$ cat src/rtl/flag_unit.sv
`default_nettype none
// +--------------------------------------------------------------------------+
// | flag_unit: status register, branch condition evaluation, flag LIFO stack |
// | Revision 1.0                                                             |
// +--------------------------------------------------------------------------+
module flag_unit #(
  parameter int DEPTH = 4,
  parameter int PW    = 3
) (
  input  logic       Clock,
  input  logic       nReset,
  input  logic [3:0] AluFlags,
  input  logic       FlagsWe,
  input  logic       CondValid,
  input  logic [3:0] CondCode,
  input  logic       SaveReq,
  input  logic       RestoreReq,
  input  logic       ErrClr,
  output logic [3:0] Flags,
  output logic       Take,
  output logic       TakeValid,
  output logic       StackEmpty,
  output logic       StackFull,
  output logic       StackErr
);

  localparam logic [3:0] CC_AL = 4'd0,  CC_EQ = 4'd1,  CC_NE = 4'd2,  CC_CS = 4'd3,
                         CC_CC = 4'd4,  CC_MI = 4'd5,  CC_PL = 4'd6,  CC_VS = 4'd7,
                         CC_VC = 4'd8,  CC_HI = 4'd9,  CC_LS = 4'd10, CC_GE = 4'd11,
                         CC_LT = 4'd12, CC_GT = 4'd13, CC_LE = 4'd14, CC_NV = 4'd15;

  logic [3:0]    stack_mem [DEPTH];
  logic [PW-1:0] ptr;
  logic [PW-1:0] top_idx;
  logic [3:0]    top_entry;
  logic [3:0]    next_flags;
  logic          empty;
  logic          full;
  logic          push_ok;
  logic          pop_ok;
  logic          push_err;
  logic          pop_err;

  function automatic logic cond_eval(input logic [3:0] code, input logic [3:0] f);
    logic z, c, v, n;
    logic res;
    z = f[0];
    c = f[1];
    v = f[2];
    n = f[3];
    case (code)
      CC_AL:   res = 1'b1;
      CC_EQ:   res = z;
      CC_NE:   res = !z;
      CC_CS:   res = c;
      CC_CC:   res = !c;
      CC_MI:   res = n;
      CC_PL:   res = !n;
      CC_VS:   res = v;
      CC_VC:   res = !v;
      CC_HI:   res = c & !z;
      CC_LS:   res = !c | z;
      CC_GE:   res = (n == v);
      CC_LT:   res = (n != v);
      CC_GT:   res = !z & (n == v);
      CC_LE:   res = z | (n != v);
      CC_NV:   res = 1'b0;
      default: res = 1'b0;
    endcase
    return res;
  endfunction

  assign empty      = (ptr == '0);
  assign full       = (ptr == PW'(DEPTH));
  assign StackEmpty = empty;
  assign StackFull  = full;

  // Simultaneous save and restore cancel each other and are not an error.
  assign push_ok  = SaveReq & ~RestoreReq & ~full;
  assign pop_ok   = RestoreReq & ~SaveReq & ~empty;
  assign push_err = SaveReq & ~RestoreReq & full;
  assign pop_err  = RestoreReq & ~SaveReq & empty;

  assign top_idx = ptr - PW'(1);

  always_comb begin
    top_entry = '0;
    for (int i = 0; i < DEPTH; i++) begin
      if (top_idx == PW'(i)) top_entry = stack_mem[i];
    end
  end

  always_comb begin
    next_flags = Flags;
    if (pop_ok)       next_flags = top_entry;
    else if (FlagsWe) next_flags = AluFlags;
  end

  // A push stores the pre-edge flags, not the value being loaded this cycle.
  always_ff @(posedge Clock or negedge nReset) begin
    if (!nReset) begin
      for (int i = 0; i < DEPTH; i++) stack_mem[i] <= '0;
    end else if (push_ok) begin
      for (int i = 0; i < DEPTH; i++) begin
        if (ptr == PW'(i)) stack_mem[i] <= Flags;
      end
    end
  end

  always_ff @(posedge Clock or negedge nReset) begin
    if (!nReset) begin
      ptr       <= '0;
      Flags     <= '0;
      Take      <= 1'b0;
      TakeValid <= 1'b0;
      StackErr  <= 1'b0;
    end else begin
      Flags     <= next_flags;
      TakeValid <= CondValid;
      if (CondValid) Take <= cond_eval(CondCode, next_flags);
      if (push_ok)     ptr <= ptr + PW'(1);
      else if (pop_ok) ptr <= ptr - PW'(1);
      if (push_err || pop_err) StackErr <= 1'b1;
      else if (ErrClr)         StackErr <= 1'b0;
    end
  end

endmodule
`default_nettype wire

$ cat config.mk
export PLATFORM = sky130hd
export DESIGN_NAME = flag_unit
export DESIGN_NICKNAME = d
export VERILOG_FILES = /design/src/rtl/flag_unit.sv
export SDC_FILE = /design/constraint.sdc
export NUM_CORES = 1
export LEC_CHECK = 0
export CAP_MARGIN = 20
export CELL_PAD_IN_SITES_DETAIL_PLACEMENT = 0
export CELL_PAD_IN_SITES_GLOBAL_PLACEMENT = 2
export CORE_MARGIN = 2
export CORE_UTILIZATION = 36
export CTS_BUF_LIST = sky130_fd_sc_hd__clkbuf_2
export CTS_CLUSTER_SIZE = 10
export DETAILED_ROUTE_END_ITERATION = 7
export HOLD_SLACK_MARGIN = 0.06
export PLACE_DENSITY_LB_ADDON = 0.1
export SLEW_MARGIN = 20
export SYNTH_ARGS = -nofsm -noshare
export SYNTH_HDL_FRONTEND = slang
export SYNTH_SLANG_ARGS = --single-unit
$ cat constraint.sdc
create_clock -name Clock -period 2.9 [get_ports Clock]
set_input_delay 0.58 -clock Clock [delete_from_list [all_inputs] [get_ports Clock]]
set_output_delay 0.58 -clock Clock [all_outputs]
set_load 0.1 [all_outputs]
Yosys cells after proc, flatten, opt, wreduce, memory -nomap -nowiden
Index checks and enable logic that the tools add are counted.
Operators by class
  add/subtract/negate cells: 2
  equality and inequality tests: 24
  mux-type cells: 11
  bitwise operators: 14
  reductions and logical operators: 14
Operators with widths (count)
  4-bit equality test, second input constant: 8
  4-bit 2-to-1 mux: 6
  4-bit by 3-bit equality test with 1-bit output, second input constant: 4
  1-bit case mux with 16 select lines: 1
  3-bit by 2-bit equality test with 1-bit output, second input constant: 4
  1-bit AND: 8
  4-bit by 2-bit equality test with 1-bit output, second input constant: 2
  2-bit AND reduction: 4
  3-bit by 1-bit equality test with 1-bit output, second input constant: 2
  3-bit zero test: 2
  3-bit 2-to-1 mux: 2
  4-bit by 1-bit equality test with 1-bit output, second input constant: 1
  1-bit zero test: 4
  4-bit zero test: 1
  1-bit inverter: 4
  2-bit nonzero test: 2
  3-bit by 1-bit adder with 3-bit output, second input constant: 1
  3-bit equality test, second input constant: 1
  3-bit by 1-bit subtractor with 3-bit output, second input constant: 1
  1-bit 2-to-1 mux: 2
  1-bit OR: 2
  1-bit equality test: 1
  1-bit logical OR: 1
  1-bit != test: 1
Storage, ports and cells
  register bits: 26
  output and inout port bits: 9
  word-level logic and storage cells: 74

Depth between registers and ports, before layout
Gate-level depths: netlist of the first run.
  word-level depth: 10
  mapped depth: 10
  depth with buffers taken out: 10

Least setup slack after synthesis of the first run
No wires, ideal clock.
  path kind: reg2reg
  start: register ptr[0]
  end: register Take
  data arrival time: 2.525 ns
  data required time: 2.818 ns
  setup slack: 0.294 ns
  cell stages (with the launch flop): 11
  path through: dfrtp_1 > inv_1 > ha_1 > nand2b_2 > inv_2 > nor2_2 > a211oi_4 > o211ai_2 > a31oi_1 > mux2_1 > a31oi_1
RTL lines
  from (decl): RTL line 33  | logic [PW-1:0] ptr;
  from (signal assigned): RTL line 121  | if (push_ok) ptr <= ptr + PW'(1);
  from (signal assigned): RTL line 122  | else if (pop_ok) ptr <= ptr - PW'(1);
  3-bit zero test *: RTL line 73  | assign empty = (ptr == '0);
  named net StackEmpty: RTL line 22  | output logic StackEmpty,
  1-bit inverter *: RTL line 80  | assign pop_ok = RestoreReq & ~SaveReq & ~empty;
  1-bit AND *: RTL line 80
  4-bit 2-to-1 mux *: RTL line 95  | if (pop_ok) next_flags = top_entry;
  1-bit != test (tied with other cells): RTL line 64, 66
  1-bit OR (tied with other cells): RTL line 66  | CC_LE: res = z | (n != v);
  1-bit case mux with 16 select lines *: RTL line 51  | case (code)
  to (signal assigned): RTL line 120  | if (CondValid) Take <= cond_eval(CondCode, next_flags);
  to (decl): RTL line 20  | output logic Take,
The timed path passes the listed nets; every way through them passes the cells marked *.
A chain may end at the register's enable or synchronous reset.

Worst setup path after layout of the first run
  start: register ptr[0]
  end: register Take
On the way
  cells in the longest elaborated chain, start to end: 10
RTL lines
  3-bit by 1-bit subtractor with 3-bit output: RTL line 84  | assign top_idx = ptr - PW'(1);
  3-bit zero test: RTL line 89  | if (top_idx == PW'(i)) top_entry = stack_mem[i];
  4-bit 2-to-1 mux (4 in series): RTL line 89
  4-bit 2-to-1 mux *: RTL line 95
  1-bit != test (tied with other cells): RTL line 64, 66
  1-bit OR (tied with other cells): RTL line 66
  1-bit case mux with 16 select lines *: RTL line 51
Every way passes the cells marked *; elsewhere a longest branch is shown, timed or not.

==> results of run 1 <==
==> logic make-up (layout without fill, tap and decap cells) <==
kind of cell	count (synthesis)	after routing
AO/OA/AOI/OAI	37	37
XOR/XNOR	4	4
adder cells (fa/ha/maj)	8	8
buffers and inverters	17	46
flip-flops	26	26
multiplexers	20	20
AND/OR/NAND/NOR	54	54
==> timing repair <==
item                                    in CTS  in global routing
buffers inserted                             0                  0
endpoints found under the setup margin       0                  1
resized for setup                            0                  1
==> worst max-delay path, cell delays in order (launching register included) <==
cell and delay [ns]:
dfrtp_1 0.51, inv_1 0.17, ha_1 0.29, nor2b_2 0.08, a221o_1 0.33, a31o_1 0.25
a211o_2 0.34, a31oi_1 0.20, mux2_1 0.34, a31oi_1 0.16
==> synthesized netlist by cell type (2+ instances only) <==
cell and instances:
dfrtp_1 26, mux2_2 16, nor2_1 14, inv_1 9, ha_1 8, nand2_1 7
o21ai_0 7, a31oi_1 6, nand3_1 6, a21oi_1 5, nor2b_1 5, clkbuf_1 4
and3_1 3, mux2i_1 3, nand2b_1 3, xor2_1 3, a211oi_1 2, a221o_1 2
nand3b_1 2, nor3_1 2, nor3b_1 2
==> area by class of cell <==
| type | instances | area [um^2] |
|---|---|---|
| multi-input cells | 123 | 958.4 |
| clock buffers | 3 | 15.01 |
| fillers | 428 | 2357 |
| clock inverters | 1 | 30.03 |
| flip-flops and latches | 26 | 650.6 |
| repair buffers | 32 | 300.3 |
| well taps | 52 | 65.06 |
| inverters | 10 | 37.54 |
==> path summary, 6_finish.rpt <==
check | startpoint | to | slack, ns | depth (start not counted)
worst min register to register | stack_mem[6] | stack_mem[6] | 0.54 | 1
max in group asynchronous | nReset | stack_mem[13] | 2.09 | 2
worst max register to register | ptr[0] | Take | 0.20 | 9
min in group Clock | stack_mem[6] | stack_mem[6] | 0.54 | 1
worst min-delay path | nReset | Take | 0.54 | 2
worst max-delay path | ptr[0] | Take | 0.20 | 9
==> routing by layer <==
metal / global-route usage / vias to the layer above / part of all wire
met2: 0.2875 / 30 / 0.46
met4: 0.04403 / 0 / 0.0085
met3: 0.02639 / 6 / 0.045
li1: - / 657 / -
met1: 0.2270 / 656 / 0.49
met5: 0 / - / 0
==> cells in the final DEF (no fill, tap or decap), types with 2 or more instances in the layout <==
master           count
and3_1               3
buf_4               16
nand3b_1             2
nor3_1               2
o21ai_0              7
nand2b_1             3
inv_1                9
nand3_1              6
nand2_1              7
xor2_1               2
mux2i_1              3
nor2_1              14
dfrtp_1             26
clkbuf_2             3
a31oi_1              6
buf_12               2
a21oi_1              5
nor3b_1              2
ha_1                 8
nor2b_1              5
a211oi_1             2
mux2_2              16
a221o_1              2
clkdlybuf4s50_1     14
==> sequential cells by signal, indices dropped and copies added, names as in the netlist <==
signal,flops
stack_mem,16
Take,1
StackErr,1
ptr,3
TakeValid,1
Flags,4
==> power groups by stage <==
stage               clock network, mW  registers (mW)  logic, mW
floorplan                           0           0.821      0.759
global placement                    0           0.654       1.27
detailed placement                  0           0.662       1.29
finish                          0.235           0.655       1.29
global route                    0.260           0.685       1.41
CTS                             0.242           0.653       1.29
==> reports/results.ini, run 1 <==
[floorplan]
initial_core_util=0.3787
die_x_um=72.14
core_area_um2=4414
die_area_um2=5204
die_h_um=72.14
num_io_pins=24
num_rows=24

[finish]
final_cells=247
n_antenna_cell=0
area_delta_synth_final_pct=23.05
final_cell_area_um2=2057
layout-drive-gt1-share=0.2564
fin_nets=219
fin_util=0.4660

[placed_design]
portBuffers=23
place_ws_ns=0.05509
gp_congestion=0.7861
dp_cells=243
place_area_um2=2004
hpwl_um=3160

[yosys]
seq_area_frac_synth=0.3892
synth_edf_count=0
netlist_area_um2=1672
yosys.area_share.xor_xnor=0.02096
ys_ff_latch=26
postSynthCellCount=166
synthArstFlopShare=1.000
yosys-top-cells-area=dfrtp_1, mux2_2, ha_1, nor2_1, a31oi_1
synth_top_family_by_area=compound AO/OA/AOI/OAI gates
yosys_warnings=0
ys.flop_type=dfrtp_1
syn-num-nets=189
synth_area_per_cell_um2=10.07
synth-compound-area-share=0.1789
synth_cell_types=52
synth_adder_area_share=0.05988
synthMuxAreaShare=0.1325
synthSimpleGateAreaFrac=0.1766
netlist.area_leader.share=0.3892
yosys.area.top_type=dfrtp_1

[critical_path]
critPathRequiredTime_ns=3.23
worstSetupStartpointType=register
cp-end-kind=register
critPathKind=register to register
worstPathMaxFanout=5
crit_arrival_ns=3.03

[timing]
hold_viol_final=0
fin_tns_setup_ns=0
fin_ws_ns=0.1991
setup_viol=0
fin_hold_ws_ns=0.5411
tightestPinTransition_ns=0.4154
rsz0062_at_grt=no
fmax_mhz=370.2
report.final.slew_viol_count=0
finalCriticalPeriod_ns=2.701
slew-limit-headroom=0.7220
min_period_over_period=0.9313
final.setup_skew_ns=0.01357

[routing]
antenna_left=0
routed_via_density=5.462
drt-total-wl_um=4136
drc_errors=0
drt_iter0_markers=43
vias=1349
wl_per_cell_um=16.74
dr.pass1.iters=4

[pwr]
intPower_mw=1.134
powerDensity_nw_per_um2=1062
p_sw_frac=0.4811
p_total_mw=2.185
power_leakage_nw=0.8985
switchingPower_mw=1.051
clock_power_share=0.108
p_seq_frac=0.300
combinationalPowerShare=0.592
peakVddDrop_v=0.0005228

[job]
drv_cap=0

[min_path]
hold_path_class=primary input to asynchronous set/reset pin

[grt]
grt_pass1_vias=1390
grt_pass1_wl_um=6865
grt_usage=0.1700
gr-total-overflow=0
antenna_found_initial=0
grt_max_degree=27

[status]
outcome=complete, no violations

[clocking]
cts_tree=yes
hold_buffers=0
clockBufferDepth=2
ctsHtreeMaxLevel=1
cts_sinks=26
clkSlewWorstSetupHoldPaths_ns=0.27
clock_latency_ns=0.37
tritoncts.num_buffers=3
clockRootBuffer=clkbuf_2

(Power assumes the default switching activity.)
==> inputs of run 2 (changes only) <==
==> constraint.sdc (replaced) <==
create_clock -name Clock -period 2.9 [get_ports Clock]
set_input_delay 0.58 -clock Clock [delete_from_list [all_inputs] [get_ports Clock]]
set_output_delay 0.58 -clock Clock [all_outputs]
set_load 0.01 [all_outputs]
==> run 2 against run 1 <==
Net effect: via count is 0.59% higher; final cell count unchanged; utilization stayed put; die area did not move; fmax decreased by 0.77%; critical path depth down 4; combinational power fell by 23%; highest routed layer unchanged.
==> reports/results.ini, run 2 (synthesized netlist as in run 1, its figures left out) <==
[grt]
grt_pass1_vias=1354  ; -2.6%
grt_pass1_wl_um=6803  ; -0.90%
grt_max_degree=27  ; unchanged
grt_usage=0.1692  ; -0.0008282
gr-total-overflow=0  ; unchanged
antenna_found_initial=0  ; unchanged

[timing]
report.final.slew_viol_count=0  ; unchanged
fin_tns_setup_ns=0  ; unchanged
hold_viol_final=0  ; unchanged
fin_hold_ws_ns=0.5327  ; -0.008442 ns
fmax_mhz=367.4  ; -0.77%
finalCriticalPeriod_ns=2.722  ; +0.02094 ns
tightestPinTransition_ns=0.4360  ; +0.02062 ns
setup_viol=0  ; unchanged
fin_ws_ns=0.1782  ; -0.02094 ns
rsz0062_at_grt=no
slew-limit-headroom=0.7082  ; -0.01380
final.setup_skew_ns=0.006614  ; -0.006954 ns
min_period_over_period=0.9386  ; +0.007221

[critical_path]
reg2reg_from=ptr[0]
crit_chain=inv_1, ha_2, buf_4, and2_1, clkdlybuf4s50_1
worst-path-buf-inv=3  ; +2
critical_path.slowest_cell=clkdlybuf4s50_1
rrSetupSlack_ns=0.18  ; -0.02 ns
reg2regPathDepth=9  ; unchanged
worstReg2RegEnd=Take
worstPathMaxFanout=6  ; +1
max_stage_delay_ns=0.54  ; +0.03 ns
critPathRequiredTime_ns=2.32  ; -0.91 ns
critPathKind=register to primary output
cp-end-kind=primary output
cp_top_family=buffers and inverters
worstSetupStartpointType=register
crit_arrival_ns=2.14  ; -0.89 ns

[finish]
final_cell_mix=dfrtp_1, clkdlybuf4s50_1, mux2_2, nor2_1
layout-drive-gt1-share=0.2154  ; -0.04103
top_regs=stack_mem: 16 flops, Flags: 4 flops, ptr: 3 flops
mostFrequentLayoutCell=dfrtp_1
regMostFlops=stack_mem
n_antenna_cell=0  ; unchanged
area_delta_synth_final_pct=23.05  ; unchanged
largest_reg_flops=16  ; unchanged
fin_nets=219  ; unchanged

[job]
drv_cap=0  ; unchanged

[clocking]
ctsHtreeMaxLevel=1  ; unchanged
cts_sinks=26  ; unchanged
post_cts_buffers=0  ; unchanged
clkSlewWorstSetupHoldPaths_ns=0.26  ; about the same
tritoncts.num_buffers=3  ; unchanged
clock_latency_ns=0.37  ; about the same
clockRootBuffer=clkbuf_2
clockBufferDepth=2  ; unchanged
cts_tree=yes

[status]
outcome=complete, no violations

[placed_design]
portBuffers=23  ; unchanged
place_ws_ns=0.01078  ; -0.04431 ns
hpwl_um=3147  ; -0.41%
gp_congestion=0.8086  ; +2.9%

[pwr]
powerDensity_nw_per_um2=911.4  ; -14%
combinationalPowerShare=0.527  ; -0.065
power_leakage_nw=0.8794  ; -2.1%
clock_power_share=0.125  ; +0.017
p_sw_frac=0.4001  ; -0.08093
peakVddDrop_v=0.0004098  ; -22%
p_seq_frac=0.348  ; +0.048
switchingPower_mw=0.7502  ; -29%
intPower_mw=1.125  ; -0.83%

[routing]
wl_per_cell_um=16.33  ; -2.5%
drt-total-wl_um=4033  ; -2.5%
wl_met2_um=1888  ; +0.27%
antenna_left=0  ; unchanged
dr.max_layer_used=met4
dr.pass1.iters=4  ; unchanged
vias=1357  ; +0.59%
drt_iter0_markers=65  ; +51%
drc_errors=0  ; unchanged
routed_via_density=5.494  ; +0.59%
met1_length_um=1922  ; -5.4%
routed-wl-met3_um=182  ; -1.6%

[floorplan]
core_area_um2=4414  ; unchanged
initial_core_util=0.3787  ; unchanged
die_area_um2=5204  ; unchanged
num_rows=24  ; unchanged
die_x_um=72.14  ; unchanged
die_h_um=72.14  ; unchanged
num_io_pins=24  ; unchanged

[min_path]
hold_path_class=primary input to asynchronous set/reset pin

## run 2: power groups by stage
| stage | Combinational (mW) | Sequential, mW | Clock, mW |
|---|---|---|---|
| after detailed placement | 0.977 | 0.662 | 0 |
| after floorplan | 0.678 | 0.618 | 0 |
| after global placement | 0.963 | 0.655 | 0 |
| after CTS | 0.982 | 0.652 | 0.242 |
| after global routing | 1.11 | 0.683 | 0.265 |
| final | 0.988 | 0.652 | 0.234 |
## run 2: what timing repair did
action	4_1_cts	5_1_grt
hold buffers	0	0
setup endpoints to repair	0	2
resized for setup	0	2
## run 2: worst max path at each step
stage                    start   endpoint  slack, ns  cells past startpoint
floorplan               ptr[0]       Take       0.45                      9
global placement    RestoreReq       Take       0.09                      8
detailed placement     SaveReq       Take       0.01                      8
CTS                     ptr[0]  StackFull       0.11                      5
global route            ptr[0]  StackFull       0.02                      5
finish                  ptr[0]  StackFull       0.18                      5
## run 2: worst register-to-register path: cells and delay by family, from the launching register on
family | cells | cell delay, ns
and+or+nand+nor | 1 | 0.07
buffers and inverters | 1 | 0.17
adders and majority gates | 1 | 0.27
AOI/OAI and AO/OA | 5 | 1.31
DFF | 1 | 0.50
muxes | 1 | 0.34
## run 2: area by class of cell
type,instances,area [um^2]
Sequential cell,26,650.6
Clock buffer,3,15.01
Timing Repair Buffer,32,297.8
Multi-Input combinational cell,123,960.9
Tap cell,52,65.06
Clock inverter,1,30.03
Fill cell,422,2357
Inverter,10,37.54
## run 2: per-layer routing
metal | GRT usage | vias to the layer above
met5 | 0 | -
met4 | 0.04822 | 0
met3 | 0.02500 | 5
met2 | 0.2762 | 31
met1 | 0.2333 | 665
li1 | - | 656
## run 2: stage by stage
stage	instances	utilization	area [um^2]	power (mW)
2_1_floorplan	166	-	1672	1.296
5_1_grt	247	0.4660	2057	2.057
6_report	247	0.4660	2057	1.875
3_3_place_gp	243	0.4535	2002	1.618
3_5_place_dp	243	0.4535	2002	1.640
4_1_cts	247	0.4637	2047	1.875
==> inputs of run 3 (changes only) <==
==> constraint.sdc (replaced) <==
create_clock -name Clock -period 2.9 [get_ports Clock]
set_input_delay 0.58 -clock Clock [delete_from_list [all_inputs] [get_ports Clock]]
set_output_delay 0.58 -clock Clock [all_outputs]
set_load 0.02 [all_outputs]
==> run 3 against run 2 <==
Net effect: clock skew grew 0.0049 ns; sequential cell count is the same; global-route usage up 0.27 points; non-clock buffer count is 1 higher; clock power rose by 3%; routed wire length grew 2.4%; design area grew 0.55%; register-to-register slack improved by 0.07 ns; combinational power is 6% higher; fmax rose by 1.0%; die area unchanged; largest cell class unchanged.
==> reports/results.ini, run 3 (synthesized netlist as in run 1, its figures left out) <==
[finish]
regMostFlops=stack_mem
multi_input_area_um2=960.9  ; unchanged
seq_area_um2=651.9  ; +0.19%
fin_util=0.4685  ; +0.002551
layout-drive-gt1-share=0.2245  ; +0.009105
largest_reg_flops=16  ; unchanged
final_cell_area_um2=2068  ; +0.55%
n_antenna_cell=0  ; unchanged
mostFrequentLayoutCell=dfrtp_1
final_cell_mix=dfrtp_1, clkdlybuf4s50_1, mux2_2, nor2_1, buf_4
fin_nets=220  ; +0.46%
area_delta_synth_final_pct=23.73
fillers=431  ; +2.1%
top_regs=stack_mem: 16 flops, Flags: 4 flops, ptr: 3 flops

[timing]
slew-limit-headroom=0.7161  ; +0.007847
fin_ws_ns=0.2064  ; +0.02820 ns
rsz0062_at_grt=no
tightestPinTransition_ns=0.4243  ; -0.01173 ns
finalCriticalPeriod_ns=2.694  ; -0.02820 ns
hold_viol_final=0  ; unchanged
report.final.slew_viol_count=0  ; unchanged
fmax_mhz=371.2  ; +1.0%
fin_hold_ws_ns=0.5197  ; -0.01301 ns
setup_viol=0  ; unchanged
fin_tns_setup_ns=0  ; unchanged
final.setup_skew_ns=0.01151  ; +0.004892 ns
min_period_over_period=0.9288  ; -0.009723

[clocking]
hold_buffers=0  ; unchanged
tritoncts.num_buffers=3  ; unchanged
clockBufferDepth=2  ; unchanged
ctsHtreeMaxLevel=1  ; unchanged
clock_latency_ns=0.37  ; about the same
clkSlewWorstSetupHoldPaths_ns=0.28  ; +0.02 ns
clockRootBuffer=clkbuf_2
ctsResizeCount=0  ; unchanged
cts_tree=yes
post_cts_buffers=0  ; unchanged
cts_sinks=26  ; unchanged

[critical_path]
critPathRequiredTime_ns=2.32  ; about the same
worstSetupStartpoint=ptr[1]
cp-end-kind=primary output
worstPathMaxFanout=6  ; unchanged
critPathKind=register to primary output
rrSetupSlack_ns=0.25  ; +0.07 ns
worstSetupStartpointType=register
worstReg2RegEnd=Take
reg2reg_from=ptr[1]
crit_arrival_ns=2.11  ; -0.03 ns
cp-endpoint=StackEmpty
reg2regPathDepth=9  ; unchanged

[floorplan]
num_io_pins=24  ; unchanged
die_area_um2=5204  ; unchanged
core_area_um2=4414  ; unchanged
num_rows=24  ; unchanged
die_x_um=72.14  ; unchanged
initial_core_util=0.3787  ; unchanged
die_h_um=72.14  ; unchanged

[routing]
drt_iter0_markers=45  ; -31%
drc_errors=0  ; unchanged
vias=1356  ; -0.074%
drt-total-wl_um=4128  ; +2.4%
antenna_left=0  ; unchanged
wl_per_cell_um=16.65  ; +1.9%
routed_via_density=5.468  ; -0.48%
dr.pass1.iters=4  ; unchanged

[placed_design]
gp_congestion=0.8145  ; +0.73%
place_area_um2=2009  ; +0.38%
hpwl_um=3193  ; +1.5%
place_ws_ns=0.06235  ; +0.05157 ns
portBuffers=23  ; unchanged

[pwr]
peakVddDrop_v=0.0003469  ; -15%
intPower_mw=1.136  ; +1.1%
switchingPower_mw=0.7972  ; +6.3%
p_sw_frac=0.4123  ; +0.01214
p_seq_frac=0.334  ; -0.014
powerDensity_nw_per_um2=934.9  ; +2.6%
combinationalPowerShare=0.542  ; +0.015
clock_power_share=0.124  ; about the same
power_leakage_nw=0.8999  ; +2.3%

[grt]
grt_pass1_wl_um=6934  ; +1.9%
antenna_found_initial=0  ; unchanged
grt_usage=0.1719  ; +0.002734
gr-total-overflow=0  ; unchanged
grt_pass1_vias=1425  ; +5.2%
grt_max_degree=27  ; unchanged

[job]
drv_cap=0  ; unchanged

[status]
outcome=complete, no violations

[min_path]
hold_path_class=primary input to asynchronous set/reset pin

==> run 3: routing by layer <==
layer / vias to the layer above / share of wire / global-route usage
met5: - / 0 / 0
met4: 0 / 0.0046 / 0.04403
met3: 2 / 0.036 / 0.02639
met2: 24 / 0.48 / 0.2793
met1: 671 / 0.48 / 0.2399
li1: 659 / - / -
==> run 3: layout make-up <==
cell class | instances | share of cell area
well taps | 52 | 0.03146
clock inverters | 1 | 0.01452
clock buffers | 3 | 0.007260
inverters | 10 | 0.01815
multi-input cells | 123 | 0.4646
flip-flops and latches | 26 | 0.3152
repair buffers | 33 | 0.1488
==> run 3: critical path, cell delays in order, from the launching register on <==
cell,delay [ns]
dfrtp_1,0.49
inv_1,0.17
ha_2,0.28
nand2b_2,0.13
inv_2,0.09
clkdlybuf4s50_1,0.60
==> run 3: power by group through the flow <==
| stage | clock network [mW] | registers (mW) | logic (mW) |
|---|---|---|---|
| finish | 0.240 | 0.645 | 1.05 |
| global route | 0.262 | 0.668 | 1.17 |
| CTS | 0.246 | 0.641 | 1.04 |
| detailed placement | 0 | 0.651 | 1.03 |
| global placement | 0 | 0.642 | 1.02 |
| floorplan | 0 | 0.641 | 0.687 |
==> run 3: through the flow <==
step | total power, mW | std cells
floorplan | 1.328 | 166
global placement | 1.663 | 244
detailed placement | 1.683 | 244
CTS | 1.925 | 248
global route | 2.102 | 248
finish | 1.934 | 248
==> run 3: worst min path at each step <==
stage,to,slack (ns),cells past startpoint
6_report,Take,0.52,2
5_1_grt,Flags[0],0.50,2
4_1_cts,Take,0.53,2
3_5_place_dp,stack_mem[6],0.49,1
3_3_place_gp,stack_mem[1],0.49,1
2_1_floorplan,Flags[0],0.28,0
